===== src/rtl/writeback_unit_pkg.sv =====
// writeback_unit_pkg: shared core widths and scoreboard types for the writeback unit.
package writeback_unit_pkg;
    localparam int XLEN              = 32;
    localparam int REG_ADDR_WIDTH    = 5;
    localparam int WB_LSU_FIFO_DEPTH = 2;
    localparam int NUM_REGS          = 1 << REG_ADDR_WIDTH;
    typedef logic [1:0] pend_cnt_t;
endpackage


===== src/rtl/writeback_unit_if.sv =====
// writeback_unit_if: result, issue, hazard-query and register-file write signals of the writeback unit.
interface writeback_unit_if
    import writeback_unit_pkg::*;
#(
    parameter int XW = XLEN,
    parameter int AW = REG_ADDR_WIDTH
);
    logic          i_Enable;
    logic          i_Alu_Valid;
    logic [AW-1:0] i_Alu_Addr;
    logic [XW-1:0] i_Alu_Data;
    logic          i_Lsu_Valid;
    logic          o_Lsu_Ready;
    logic [AW-1:0] i_Lsu_Addr;
    logic [XW-1:0] i_Lsu_Data;
    logic          i_Issue_Valid;
    logic [AW-1:0] i_Issue_Addr;
    logic [AW-1:0] i_Query_Addr_1;
    logic [AW-1:0] i_Query_Addr_2;
    logic          o_Hazard_1;
    logic          o_Hazard_2;
    logic          o_Write_Enable;
    logic [AW-1:0] o_Write_Addr;
    logic [XW-1:0] o_Write_Data;

    modport master (
        output i_Enable, i_Alu_Valid, i_Alu_Addr, i_Alu_Data,
        output i_Lsu_Valid, i_Lsu_Addr, i_Lsu_Data,
        output i_Issue_Valid, i_Issue_Addr, i_Query_Addr_1, i_Query_Addr_2,
        input  o_Lsu_Ready, o_Hazard_1, o_Hazard_2,
        input  o_Write_Enable, o_Write_Addr, o_Write_Data
    );

    modport slave (
        input  i_Enable, i_Alu_Valid, i_Alu_Addr, i_Alu_Data,
        input  i_Lsu_Valid, i_Lsu_Addr, i_Lsu_Data,
        input  i_Issue_Valid, i_Issue_Addr, i_Query_Addr_1, i_Query_Addr_2,
        output o_Lsu_Ready, o_Hazard_1, o_Hazard_2,
        output o_Write_Enable, o_Write_Addr, o_Write_Data
    );
endinterface


===== src/rtl/wb_fifo.sv =====
// wb_fifo: synchronous FIFO with count-based full/empty; pointers wrap naturally at power-of-two depth.
module wb_fifo #(
    parameter int WIDTH = 8,
    parameter int DEPTH = 2
) (
    input  logic             clk,
    input  logic             rst,
    input  logic             push_i,
    input  logic             pop_i,
    input  logic [WIDTH-1:0] din_i,
    output logic [WIDTH-1:0] dout_o,
    output logic             full_o,
    output logic             empty_o
);
    localparam int PW = $clog2(DEPTH);

    logic [WIDTH-1:0] mem_q [DEPTH];
    logic [PW-1:0]    wr_q, wr_d, rd_q, rd_d;
    logic [PW:0]      cnt_q, cnt_d;
    logic             do_push, do_pop;

    assign full_o  = cnt_q == (PW+1)'(DEPTH);
    assign empty_o = cnt_q == '0;
    assign dout_o  = mem_q[rd_q];
    assign do_push = push_i && !full_o;
    assign do_pop  = pop_i && !empty_o;

    always_comb begin
        wr_d  = do_push ? wr_q + 1'b1 : wr_q;
        rd_d  = do_pop ? rd_q + 1'b1 : rd_q;
        cnt_d = cnt_q + (PW+1)'(do_push) - (PW+1)'(do_pop);
    end

    always_ff @(posedge clk) begin
        if (rst) begin
            wr_q  <= '0;
            rd_q  <= '0;
            cnt_q <= '0;
        end else begin
            wr_q  <= wr_d;
            rd_q  <= rd_d;
            cnt_q <= cnt_d;
        end
    end

    always_ff @(posedge clk) begin
        if (do_push) mem_q[wr_q] <= din_i;
    end
endmodule


===== src/rtl/writeback_unit.sv =====
// writeback_unit: arbitrates ALU and buffered LSU results onto the register-file write port
// and tracks outstanding loads per register for decode hazard detection.
module writeback_unit
    import writeback_unit_pkg::*;
#(
    parameter int XLEN_P         = XLEN,
    parameter int AW             = REG_ADDR_WIDTH,
    parameter int LSU_FIFO_DEPTH = WB_LSU_FIFO_DEPTH
) (
    input  logic i_Clock,
    input  logic i_Reset,
    writeback_unit_if.slave wb
);
    localparam int NR = 1 << AW;

    logic [AW+XLEN_P-1:0] head;
    logic [AW-1:0]        head_addr;
    logic [XLEN_P-1:0]    head_data;
    logic                 fifo_full, fifo_empty, push, pop;
    logic                 sel_valid;
    logic [AW-1:0]        sel_addr;
    logic [XLEN_P-1:0]    sel_data;
    logic                 we_q, we_d;
    logic [AW-1:0]        waddr_q, waddr_d;
    logic [XLEN_P-1:0]    wdata_q, wdata_d;
    pend_cnt_t            cnt_q [NR];
    pend_cnt_t            cnt_d [NR];

    assign wb.o_Lsu_Ready = !i_Reset && wb.i_Enable && !fifo_full;
    assign push           = wb.i_Lsu_Valid && wb.o_Lsu_Ready;
    // ALU always has priority; the FIFO only drains on ALU-idle cycles
    assign pop            = wb.i_Enable && !wb.i_Alu_Valid && !fifo_empty;
    assign {head_addr, head_data} = head;

    wb_fifo #(
        .WIDTH(AW + XLEN_P),
        .DEPTH(LSU_FIFO_DEPTH)
    ) u_fifo (
        .clk    (i_Clock),
        .rst    (i_Reset),
        .push_i (push),
        .pop_i  (pop),
        .din_i  ({wb.i_Lsu_Addr, wb.i_Lsu_Data}),
        .dout_o (head),
        .full_o (fifo_full),
        .empty_o(fifo_empty)
    );

    always_comb begin
        sel_valid = wb.i_Enable && (wb.i_Alu_Valid || !fifo_empty);
        sel_addr  = wb.i_Alu_Valid ? wb.i_Alu_Addr : head_addr;
        sel_data  = wb.i_Alu_Valid ? wb.i_Alu_Data : head_data;
        we_d      = sel_valid && sel_addr != '0;
        waddr_d   = sel_valid ? sel_addr : waddr_q;
        wdata_d   = sel_valid ? sel_data : wdata_q;
    end

    // Decrement saturates so an LSU result without a recorded issue cannot wrap a count
    always_comb begin
        cnt_d[0] = '0;
        for (int r = 1; r < NR; r++) begin
            cnt_d[r] = cnt_q[r]
                + pend_cnt_t'(wb.i_Enable && wb.i_Issue_Valid && wb.i_Issue_Addr == AW'(r))
                - pend_cnt_t'(pop && head_addr == AW'(r) && cnt_q[r] != '0);
        end
    end

    always_ff @(posedge i_Clock) begin
        if (i_Reset) begin
            we_q    <= 1'b0;
            waddr_q <= '0;
            wdata_q <= '0;
            cnt_q   <= '{default: '0};
        end else begin
            we_q    <= we_d;
            waddr_q <= waddr_d;
            wdata_q <= wdata_d;
            cnt_q   <= cnt_d;
        end
    end

    assign wb.o_Write_Enable = we_q;
    assign wb.o_Write_Addr   = waddr_q;
    assign wb.o_Write_Data   = wdata_q;
    assign wb.o_Hazard_1     = cnt_q[wb.i_Query_Addr_1] != '0;
    assign wb.o_Hazard_2     = cnt_q[wb.i_Query_Addr_2] != '0;
endmodule

===== src/flat_wrapper.sv =====
// flat-port wrapper written by rule: the top's interface ports become plain ports
module writeback_unit_flat import writeback_unit_pkg::*;
#(
    parameter int XLEN_P         = XLEN,
    parameter int AW             = REG_ADDR_WIDTH,
    parameter int LSU_FIFO_DEPTH = WB_LSU_FIFO_DEPTH
)
  (i_Clock, i_Reset, wb_i_Enable, wb_i_Alu_Valid, wb_i_Alu_Addr, wb_i_Alu_Data, wb_i_Lsu_Valid, wb_i_Lsu_Addr, wb_i_Lsu_Data, wb_i_Issue_Valid, wb_i_Issue_Addr, wb_i_Query_Addr_1, wb_i_Query_Addr_2, wb_o_Lsu_Ready, wb_o_Hazard_1, wb_o_Hazard_2, wb_o_Write_Enable, wb_o_Write_Addr, wb_o_Write_Data);
  writeback_unit_if #(.AW(AW)) wb_i ();
  input  logic i_Clock;
  input  logic i_Reset;
  input wire logic [$bits(wb_i.i_Enable)-1:0] wb_i_Enable;
  input wire logic [$bits(wb_i.i_Alu_Valid)-1:0] wb_i_Alu_Valid;
  input wire logic [$bits(wb_i.i_Alu_Addr)-1:0] wb_i_Alu_Addr;
  input wire logic [$bits(wb_i.i_Alu_Data)-1:0] wb_i_Alu_Data;
  input wire logic [$bits(wb_i.i_Lsu_Valid)-1:0] wb_i_Lsu_Valid;
  input wire logic [$bits(wb_i.i_Lsu_Addr)-1:0] wb_i_Lsu_Addr;
  input wire logic [$bits(wb_i.i_Lsu_Data)-1:0] wb_i_Lsu_Data;
  input wire logic [$bits(wb_i.i_Issue_Valid)-1:0] wb_i_Issue_Valid;
  input wire logic [$bits(wb_i.i_Issue_Addr)-1:0] wb_i_Issue_Addr;
  input wire logic [$bits(wb_i.i_Query_Addr_1)-1:0] wb_i_Query_Addr_1;
  input wire logic [$bits(wb_i.i_Query_Addr_2)-1:0] wb_i_Query_Addr_2;
  output wire logic [$bits(wb_i.o_Lsu_Ready)-1:0] wb_o_Lsu_Ready;
  output wire logic [$bits(wb_i.o_Hazard_1)-1:0] wb_o_Hazard_1;
  output wire logic [$bits(wb_i.o_Hazard_2)-1:0] wb_o_Hazard_2;
  output wire logic [$bits(wb_i.o_Write_Enable)-1:0] wb_o_Write_Enable;
  output wire logic [$bits(wb_i.o_Write_Addr)-1:0] wb_o_Write_Addr;
  output wire logic [$bits(wb_i.o_Write_Data)-1:0] wb_o_Write_Data;
  assign wb_i.i_Enable = wb_i_Enable;
  assign wb_i.i_Alu_Valid = wb_i_Alu_Valid;
  assign wb_i.i_Alu_Addr = wb_i_Alu_Addr;
  assign wb_i.i_Alu_Data = wb_i_Alu_Data;
  assign wb_i.i_Lsu_Valid = wb_i_Lsu_Valid;
  assign wb_i.i_Lsu_Addr = wb_i_Lsu_Addr;
  assign wb_i.i_Lsu_Data = wb_i_Lsu_Data;
  assign wb_i.i_Issue_Valid = wb_i_Issue_Valid;
  assign wb_i.i_Issue_Addr = wb_i_Issue_Addr;
  assign wb_i.i_Query_Addr_1 = wb_i_Query_Addr_1;
  assign wb_i.i_Query_Addr_2 = wb_i_Query_Addr_2;
  assign wb_o_Lsu_Ready = wb_i.o_Lsu_Ready;
  assign wb_o_Hazard_1 = wb_i.o_Hazard_1;
  assign wb_o_Hazard_2 = wb_i.o_Hazard_2;
  assign wb_o_Write_Enable = wb_i.o_Write_Enable;
  assign wb_o_Write_Addr = wb_i.o_Write_Addr;
  assign wb_o_Write_Data = wb_i.o_Write_Data;
  writeback_unit #(.XLEN_P(XLEN_P), .AW(AW), .LSU_FIFO_DEPTH(LSU_FIFO_DEPTH)) u_core (.i_Clock(i_Clock), .i_Reset(i_Reset), .wb(wb_i));
endmodule

===== config.mk =====
export PLATFORM = sky130hd
export DESIGN_NAME = writeback_unit_flat
export DESIGN_NICKNAME = d
export VERILOG_FILES = /design/src/rtl/writeback_unit_pkg.sv /design/src/rtl/writeback_unit_if.sv /design/src/rtl/wb_fifo.sv /design/src/rtl/writeback_unit.sv /design/src/flat_wrapper.sv
export SDC_FILE = /design/constraint.sdc
export NUM_CORES = 1
export LEC_CHECK = 0
export CORE_MARGIN = 1.5
export CORE_UTILIZATION = 37
export DETAILED_ROUTE_END_ITERATION = 7
export HOLD_SLACK_MARGIN = 0.06
export PLACE_DENSITY_LB_ADDON = 0.05
export SLEW_MARGIN = 20
export SYNTH_ARGS = -nofsm -noshare
export SYNTH_HDL_FRONTEND = slang
export SYNTH_HIERARCHICAL = 1
export SYNTH_SLANG_ARGS = --single-unit

===== constraint.sdc =====
create_clock -name i_Clock -period 5.33 [get_ports i_Clock]
set_input_delay 0.7995 -clock i_Clock [delete_from_list [all_inputs] [get_ports i_Clock]]
set_output_delay 0.7995 -clock i_Clock [all_outputs]
set_load 0.01 [all_outputs]

==> Word-level counts from Yosys, hierarchy flattened <==
Memories as Yosys holds them, arrays and structs flattened. A register that Yosys moved wholly into a read port is not among the register bits.
Index checks and enable logic that the tools add are counted.
{ "word_totals": {"reg_bits": 104, "latch_bits": 0, "ram_bits": 74, "rom_bits": 0, "inputBits": 95, "out_inout_bits": 41, "elab_cells": 326, "memories": 1} }
{ "op_classes": {"add_sub_neg": 66, "multipliers": 0, "div_mod_pow": 0, "order_cmp": 2, "eq_ne": 63, "shift": 0, "muxes": 12, "n_bitwise": 2, "reduce_logical": 143} }
{ "mem_list": {"columns": ["name", "words", "width", "rd", "rd_clocked_by_memory_dff", "write_ports", "line", "source"], "rows": [
  ["u_core.u_fifo.mem_q", 2, 37, 1, 1, 1, "wb_fifo.sv:17", "logic [WIDTH-1:0] mem_q [DEPTH];"]
]} }
{ "ops": {"columns": ["cell", "n"], "rows": [
  ["$eq A5 B5 Y1 const B", 32],
  ["$logic_and A1 B1 Y1", 103],
  ["$eq A5 B4 Y1 const B", 16],
  ["$reduce_bool A2 Y1", 33],
  ["$add A2 B1 Y2", 32],
  ["$sub A2 B1 Y2", 32],
  ["$eq A5 B3 Y1 const B", 8],
  ["$mux W32", 1],
  ["$bmux W2 S5", 2],
  ["$eq A5 B2 Y1 const B", 4],
  ["$ge A6 B6 Y1 const B", 2],
  ["$not A5 Y6", 2],
  ["$eq A5 B1 Y1 const B", 2],
  ["$mux W2", 4],
  ["$mux W5", 1],
  ["$reduce_bool A5 Y1", 1],
  ["$logic_not A1 Y1", 4],
  ["$mux W1", 4],
  ["$add A1 B1 Y1 const B", 2],
  ["$eq A2 B2 Y1 const B", 1],
  ["$logic_not A2 Y1", 1],
  ["$logic_or A1 B1 Y1", 1]
]} }

==> Logic depth before layout (Yosys ltp) <==
Gate-level depths: netlist of the first run.
{ "logic_depth": {"ltp_word": 7, "depth_mapped": 13} }

==> By module <==
Netlist of the first run, hierarchy kept.
{ "modules_own_cells": {"columns": ["mod", "n_inst", "cells_each", "area_per_inst_um2", "seq_area_each_um2"], "rows": [
  ["writeback_unit", 1, 656, 5895.7, 2001.9],
  ["wb_fifo", 1, 142, 2900.3, 2322.2]
]} }

==> Worst setup path before layout of the first run <==
No wires, ideal clock.
{ "synth_timing": {"kind": "input port to flip-flop", "start": "input i_Reset", "end": "memory u_core/u_fifo/mem_q[0][0] (netlist name) (enable)", "setup_time_ps": 392, "arrival_ps": 2715, "setup_slack_ps": 2223, "cell_stages": 6, "path_buffers": 1, "cell_sequence": "clkbuf_1 nor3b_1 and2_1 inv_1 or3_1 inv_1"} }
{ "synth_between": {"elab_chain_len": 7} }
{ "synth_rtl": {"columns": ["item", "line", "source"], "rows": [
  ["from (decl)", "flat_wrapper.sv:11", "input logic i_Reset;"],
  ["$logic_not A1 Y1", "writeback_unit.sv:29", "assign wb.o_Lsu_Ready = !i_Reset && wb.i_Enable && !fifo_full;"],
  ["$logic_and A1 B1 Y1 (2 in a row)", "writeback_unit.sv:29", null],
  ["net wb_o_Lsu_Ready", "flat_wrapper.sv:23", "output wire logic [$bits(wb_i.o_Lsu_Ready)-1:0] wb_o_Lsu_Ready;"],
  ["$logic_and A1 B1 Y1", "writeback_unit.sv:30", "assign push = wb.i_Lsu_Valid && wb.o_Lsu_Ready;"],
  ["net u_core.push", "writeback_unit.sv:19", "logic fifo_full, fifo_empty, push, pop;"],
  ["$logic_and A1 B1 Y1", "wb_fifo.sv:25", "assign do_push = push_i && !full_o;"],
  ["$mux W1", "wb_fifo.sv:47", "if (do_push) mem_q[wr_q] <= din_i;"],
  ["$mux W1 (implied by the code)", "wb_fifo.sv:47", null],
  ["to (decl)", "wb_fifo.sv:17", null]
]} }
The timed path passes the listed nets, and every way through them passes these cells.

==> Worst setup path in the final report of the first run <==
{ "layout_timing": {"start": "input wb_i_Query_Addr_2[1]", "end": "output wb_o_Hazard_2"} }
{ "layout_between": {"elab_chain_len": 5} }
{ "layout_rtl": {"columns": ["item", "line", "source"], "rows": [
  ["from (decl)", "flat_wrapper.sv:22", "input wire logic [$bits(wb_i.i_Query_Addr_2)-1:0] wb_i_Query_Addr_2;"],
  ["$not A5 Y6 (implied by the code)", "writeback_unit.sv:86", "assign wb.o_Hazard_2 = cnt_q[wb.i_Query_Addr_2] != '0;"],
  ["$bmux W2 S5", "writeback_unit.sv:86", null],
  ["$mux W2 (implied by the code) (2 in a row)", "writeback_unit.sv:86", null],
  ["$reduce_bool A2 Y1", "writeback_unit.sv:86", null],
  ["to (decl)", "flat_wrapper.sv:25", "output wire logic [$bits(wb_i.o_Hazard_2)-1:0] wb_o_Hazard_2;"]
]} }
No other way between the ends. The select of a mux whose other input is x is not followed.

==> out/results.tsv, run 1 <==
metric	value	unit
internal_power	2.26	mW
cts_tree	done	
seq_area_frac_synth	49.2	%
grt_pass1_vias	6457	
cts.hold.buffers_added	0	
reg2regPathDepth	11	
ys.flop_type	dfxtp_1	
final_cell_mix	133 x clkdlybuf4s50_1, 113 x nor2_1, 104 x dfxtp_1, 74 x edfxtp_1, 64 x ha_1	
swShare	25.6	%
path_class	primary input to output port	
worstMarginPinSlew	1.00	ns
dpl_cell_area	0.0104	mm2
finalMaxSlewViolations	0	
rsz0062_at_grt	false	
finalHoldViolations	0	
post-place-ws	1.30	ns
layout-drive-gt1-share	10.0	%
post_cts_buffers	0	
synth_area_leader_cell	edfxtp_1	
min_path_type	flip-flop to flip-flop	
synth_warnings	6	
cts_root_buf	clkbuf_16	
fin_worst_skew	0.0111	ns
drt-total-wl	21.1	mm
area_delta_synth_final	25.2	%
max_freq	0.248	GHz
cp_common_cell	clkdlybuf4s50_1	
outcome	complete, no violations	
netlist_area	0.00880	mm2
drt-pass1-iter-count	4	
path_cells	clkdlybuf4s50_1 -> mux4_2 -> a211o_1 -> a31oi_1 -> clkdlybuf4s50_1	
clock_sinks	179	
synth_top_area_share	25.3	%
end_kind	output port	
slew_headroom	33.1	%
die_h	157	um
arrival	3.23	ns
route.detailed.drc	0	
num_vias	6196	
critPathSlowestCell	clkdlybuf4s50_1	
period_share	75.7	%
finalWorstSetupSlack	1.30	ns
switching_power	0.778	mW
grt_overflow_total	0	
setup_tns	0	ns
insertion_delay	0.43	ns
drt_iter0_drc	291	
pwr-share-comb	9.6	%
setup_viol	0	
clkPwrFrac	41.6	%
synth.area.top_cells	edfxtp_1 25%, dfxtp_1 24%, ha_1 9.1%	
ioPinCount	136	
post_cts_resized	0	
core.rowCount	56	
cts_made_buffers	17	
die_w	157	um
p_leak	4.48	nW
cp.depth	5	
whs	0.505	ns
setup.worst_path.start	wb_i_Query_Addr_2[1]	
synth_edf_count	74	
stdcell_area	0.0110	mm2
nets	1075	
htreeDepth	4	
cp-endpoint	wb_o_Hazard_2	
antenna_found_initial	4	
syn_area_per_cell	11.0	um2
path_max_fanout	14	
ys_ff_latch	179	
worst-path-buf-inv	2	
rr_endpoint	u_core/cnt_q[59]	
ant_nets	0	
gp_congestion	0.885	
async_flop_share	0	%
final_common_cell	clkdlybuf4s50_1	
grt_max_degree	82	
core	0.0234	mm2
avgRoutedWirePerCell	16.9	um
cpLargestDelayFamily	buffers and inverters	
pwr-share-seq	48.7	%
layout_min_cycle_time	4.03	ns
start_util	37.6	%
grt_usage	18.1	%
synthCells	798	
io_buffers	135	
p_per_area	276	mW/mm2
avgViaCountPerCell	4.96	
dp_hpwl	15.2	mm
yosysUniqueCellTypes	46	
syn-num-nets	957	
startpoint_type	primary input	
critPathMaxStageDelay	0.83	ns
clock_path_buffers	2	
crit_required	4.53	ns
grt_pass1_wl	34.0	mm
drv_cap	0	
die_area	0.0247	mm2
clk_pin_slew	0.07	ns
worst_ir_drop_vdd	147	uV
r2r_setup_slack	2.22	ns
## flip-flops by register name, summed over array words and instances, names as in the netlist, named ones only
register / cells
u_core/wb.o_Write_Addr: 5
u_core/u_fifo/wr_q: 1
u_core/u_fifo/mem_q: 74
u_core/u_fifo/rd_q: 1
u_core/wb.o_Write_Enable: 1
u_core/u_fifo/cnt_q: 2
u_core/wb.o_Write_Data: 32
u_core/cnt_q: 62
## power groups by stage
| stage | logic, mW | clock network [mW] | registers (mW) |
|---|---|---|---|
| finish | 0.293 | 1.26 | 1.48 |
| global route | 0.318 | 1.36 | 1.48 |
| CTS | 0.296 | 1.31 | 1.48 |
| detailed placement | 0.295 | 0 | 1.51 |
| global placement | 0.289 | 0 | 1.51 |
| floorplan | 0.124 | 0 | 1.52 |
## Yosys cell counts (all sizes together), types with 2 or more instances
cell type and n:
clkbuf 17, mux4 12, nand2 40, xnor2 32, or3 2, dfxtp 105
and2 5, edfxtp 74, mux2 37, buf 24, nor4 7, o21ai 3
inv 38, xor2 32, mux2i 41, nor2 113, nor3b 5, a21oi 8
ha 64, a211oi 38, nor2b 37, nor3 35, nand3 4, nand2b 9
nand3b 4
## worst min-delay path by stage
| stage | start | endpoint | cells past startpoint |
|---|---|---|---|
| 2_1_floorplan | u_core/u_fifo/wr_q | u_core/u_fifo/wr_q | 2 |
| 3_3_place_gp | u_core/u_fifo/wr_q | u_core/u_fifo/wr_q | 2 |
| 3_5_place_dp | u_core/wb.o_Write_Data[3] | u_core/wb.o_Write_Data[3] | 2 |
| 4_1_cts | u_core/wb.o_Write_Data[10] | u_core/wb.o_Write_Data[10] | 2 |
| 5_1_grt | u_core/wb.o_Write_Data[8] | u_core/wb.o_Write_Data[8] | 2 |
| 6_report | u_core/wb.o_Write_Data[0] | u_core/wb.o_Write_Data[0] | 2 |
## routing by layer
layer  vias up  track usage, %  share of wire [%]
met5         -               0                  0
met4         0            7.37                2.8
met3        32            5.18                6.0
met2       142            30.5                 48
met1      2994            21.8                 43
li1       3028               -                  -
## cells by family after synthesis
kind of cell	after synthesis	share of synthesized area, %
buf+inv	79	3.83
compound gates	58	4.77
fa+ha+maj	64	9.10
flops	179	49.2
simple gates	264	14.2
mux	90	12.6
xor+xnor	64	6.37
## tightest hold or removal path, stage by stage (launching register included)
cell      delay [ns]
dfxtp_1         0.32
nor2_1          0.09
a211oi_1        0.05
## metrics by stage
step	instances	total power [mW]	utilization, %
after floorplan	798	1.64	-
final	1249	3.04	47.1
after global placement	1216	1.80	44.4
after CTS	1248	3.08	47.0
after detailed placement	1216	1.80	44.4
after global routing	1249	3.16	47.1
## cell type report
type,instances,area (um2)
fillers,2231,12400
flip-flops and latches,179,4330
multi-input cells,540,4150
repair buffers,140,1380
clock buffers,18,429
well taps,319,399
clock inverters,14,183
inverters,38,145
diodes,1,2.50
Power figures use the tool's default switching activity.
==> run 2, diff against run 1 <==
==> constraint.sdc (replaced) <==
create_clock -name i_Clock -period 3.5 [get_ports i_Clock]
set_input_delay 0.525 -clock i_Clock [delete_from_list [all_inputs] [get_ports i_Clock]]
set_output_delay 0.525 -clock i_Clock [all_outputs]
set_load 0.01 [all_outputs]
==> out/results.tsv, run 2 (synthesis gave the netlist of run 1 again) <==
metric	value	unit
outcome	complete, no violations	
max_freq	0.299	GHz
p_per_area	420	mW/mm2
insertion_delay	0.43	ns
grt_util_met3	5.81	%
end_kind	output port	
drv_cap	0	
cts_tree	done	
finalMaxSlewViolations	0	
worstMarginPinSlew	0.921	ns
finalHoldViolations	0	
rsz0062_at_grt	false	
final_cell_mix	133 x clkdlybuf4s50_1, 113 x nor2_1, 104 x dfxtp_1, 74 x edfxtp_1, 64 x ha_1	
post_cts_buffers	0	
whs_path_depth	2	
die_w	157	um
die_area	0.0247	mm2
setup_tns	0	ns
critPathSlowestCell	clkdlybuf4s50_1	
fin_worst_skew	0.0173	ns
dp_hpwl	15.2	mm
post_cts_resized	0	
cp.depth	6	
arrival	2.82	ns
core.rowCount	56	
path_class	primary input to output port	
grt_max_degree	83	
nFillCells	2176	
clock_sinks	179	
drt-total-wl	21.2	mm
cts_made_buffers	17	
grt_usage	18.1	%
p_leak	4.56	nW
largest_register_ffs	74	
ant_nets	0	
critPathMaxStageDelay	0.59	ns
grt_pass1_wl	34.1	mm
gp_congestion	0.891	
ioPinCount	136	
worst_ir_drop_vdd	279	uV
cpLargestDelayFamily	buffers and inverters	
stdcell_area	0.0111	mm2
slew_headroom	38.6	%
whs	0.496	ns
busiest_layer	met2	
die_h	157	um
nets	1090	
core	0.0234	mm2
power	4.69	mW
layout_min_cycle_time	3.35	ns
dpl_cell_area	0.0105	mm2
worst-path-buf-inv	2	
start_util	37.6	%
diodes	0	
crit_required	2.97	ns
path_max_fanout	3	
clk_pin_slew	0.07	ns
cp_common_cell	clkdlybuf4s50_1	
antenna_found_initial	1	
io_buffers	135	
reg2regPathDepth	10	
clock_path_buffers	2	
setup_viol	0	
cts_root_buf	clkbuf_16	
drt_iter0_drc	273	
gr-usage-met1	21.6	%
route.detailed.drc	0	
startpoint_type	primary input	
regMostFlops	u_core/u_fifo/mem_q	
avgViaCountPerCell	4.93	
layout-drive-gt1-share	11.4	%
drt-pass1-iter-count	4	
cts.hold.buffers_added	0	
htreeDepth	4	
period_share	95.6	%
grt_overflow_total	0	
path_cells	clkdlybuf4s50_1 -> mux4_1 -> mux2i_1 -> nor2b_1 -> o41ai_2 -> clkdlybuf4s50_1	
r2r_setup_slack	0.70	ns
final_common_cell	clkdlybuf4s50_1	
area_delta_synth_final	26.7	%
avgRoutedWirePerCell	16.8	um
num_vias	6224	
fin_util	47.6	%
grt_pass1_vias	6497	
min_path_type	flip-flop to flip-flop	
use_met2	31.2	%
## run 2: changes by cell type in the layout (fill, tap and decap cells not counted)
cell,delta
buf_12,+1
buf_4,+14
bufinv_16,+1
clkinv_8,-1
clkinvlp_4,+1
diode_2,-1
inv_8,-1
## run 2: stage by stage
stage,cells,setup slack [ns]
floorplan,798,0.668
global placement,1231,0.183
detailed placement,1231,0.145
CTS,1263,0.150
global route,1263,0.0775
finish,1263,0.153
## run 2: final timing paths
kind                        endpoint                 start
setup / recovery       wb_o_Hazard_1  wb_i_Query_Addr_1[2]
setup reg to reg    u_core/cnt_q[61]             flip-flop
hold reg to reg   u_core/u_fifo/wr_q    u_core/u_fifo/wr_q
hold / removal    u_core/u_fifo/wr_q    u_core/u_fifo/wr_q
## run 2: power by group
part           leakage, nW  switching, mW  internal, mW
clock                0.296          0.942          1.04
combinational         2.74          0.211         0.247
sequential            1.53         0.0248          2.23
total                 4.56           1.18          3.51
## run 2: metal layers
layer | share of wire (%) | up-vias | wire (um)
li1 | - | 3050 | -
met1 | 43 | 3018 | 9100
met2 | 49 | 141 | 10500
met3 | 6.4 | 15 | 1360
met4 | 1.3 | 0 | 269
met5 | 0 | - | 0
## run 2: cell type report
| cell class | instances | area, um2 | share of cell area, % |
|---|---|---|---|
| flip-flops and latches | 179 | 4330 | 38.8 |
| inverters | 38 | 145 | 1.30 |
| clock buffers | 18 | 429 | 3.85 |
| repair buffers | 155 | 1510 | 13.5 |
| well taps | 319 | 399 | 3.58 |
| clock inverters | 14 | 193 | 1.73 |
| multi-input cells | 540 | 4150 | 37.2 |
## run 2: worst min-delay path: stages (launching register included)
cell	delay [ns]
dfxtp_1	0.32
o21ai_0	0.07
a21oi_1	0.06
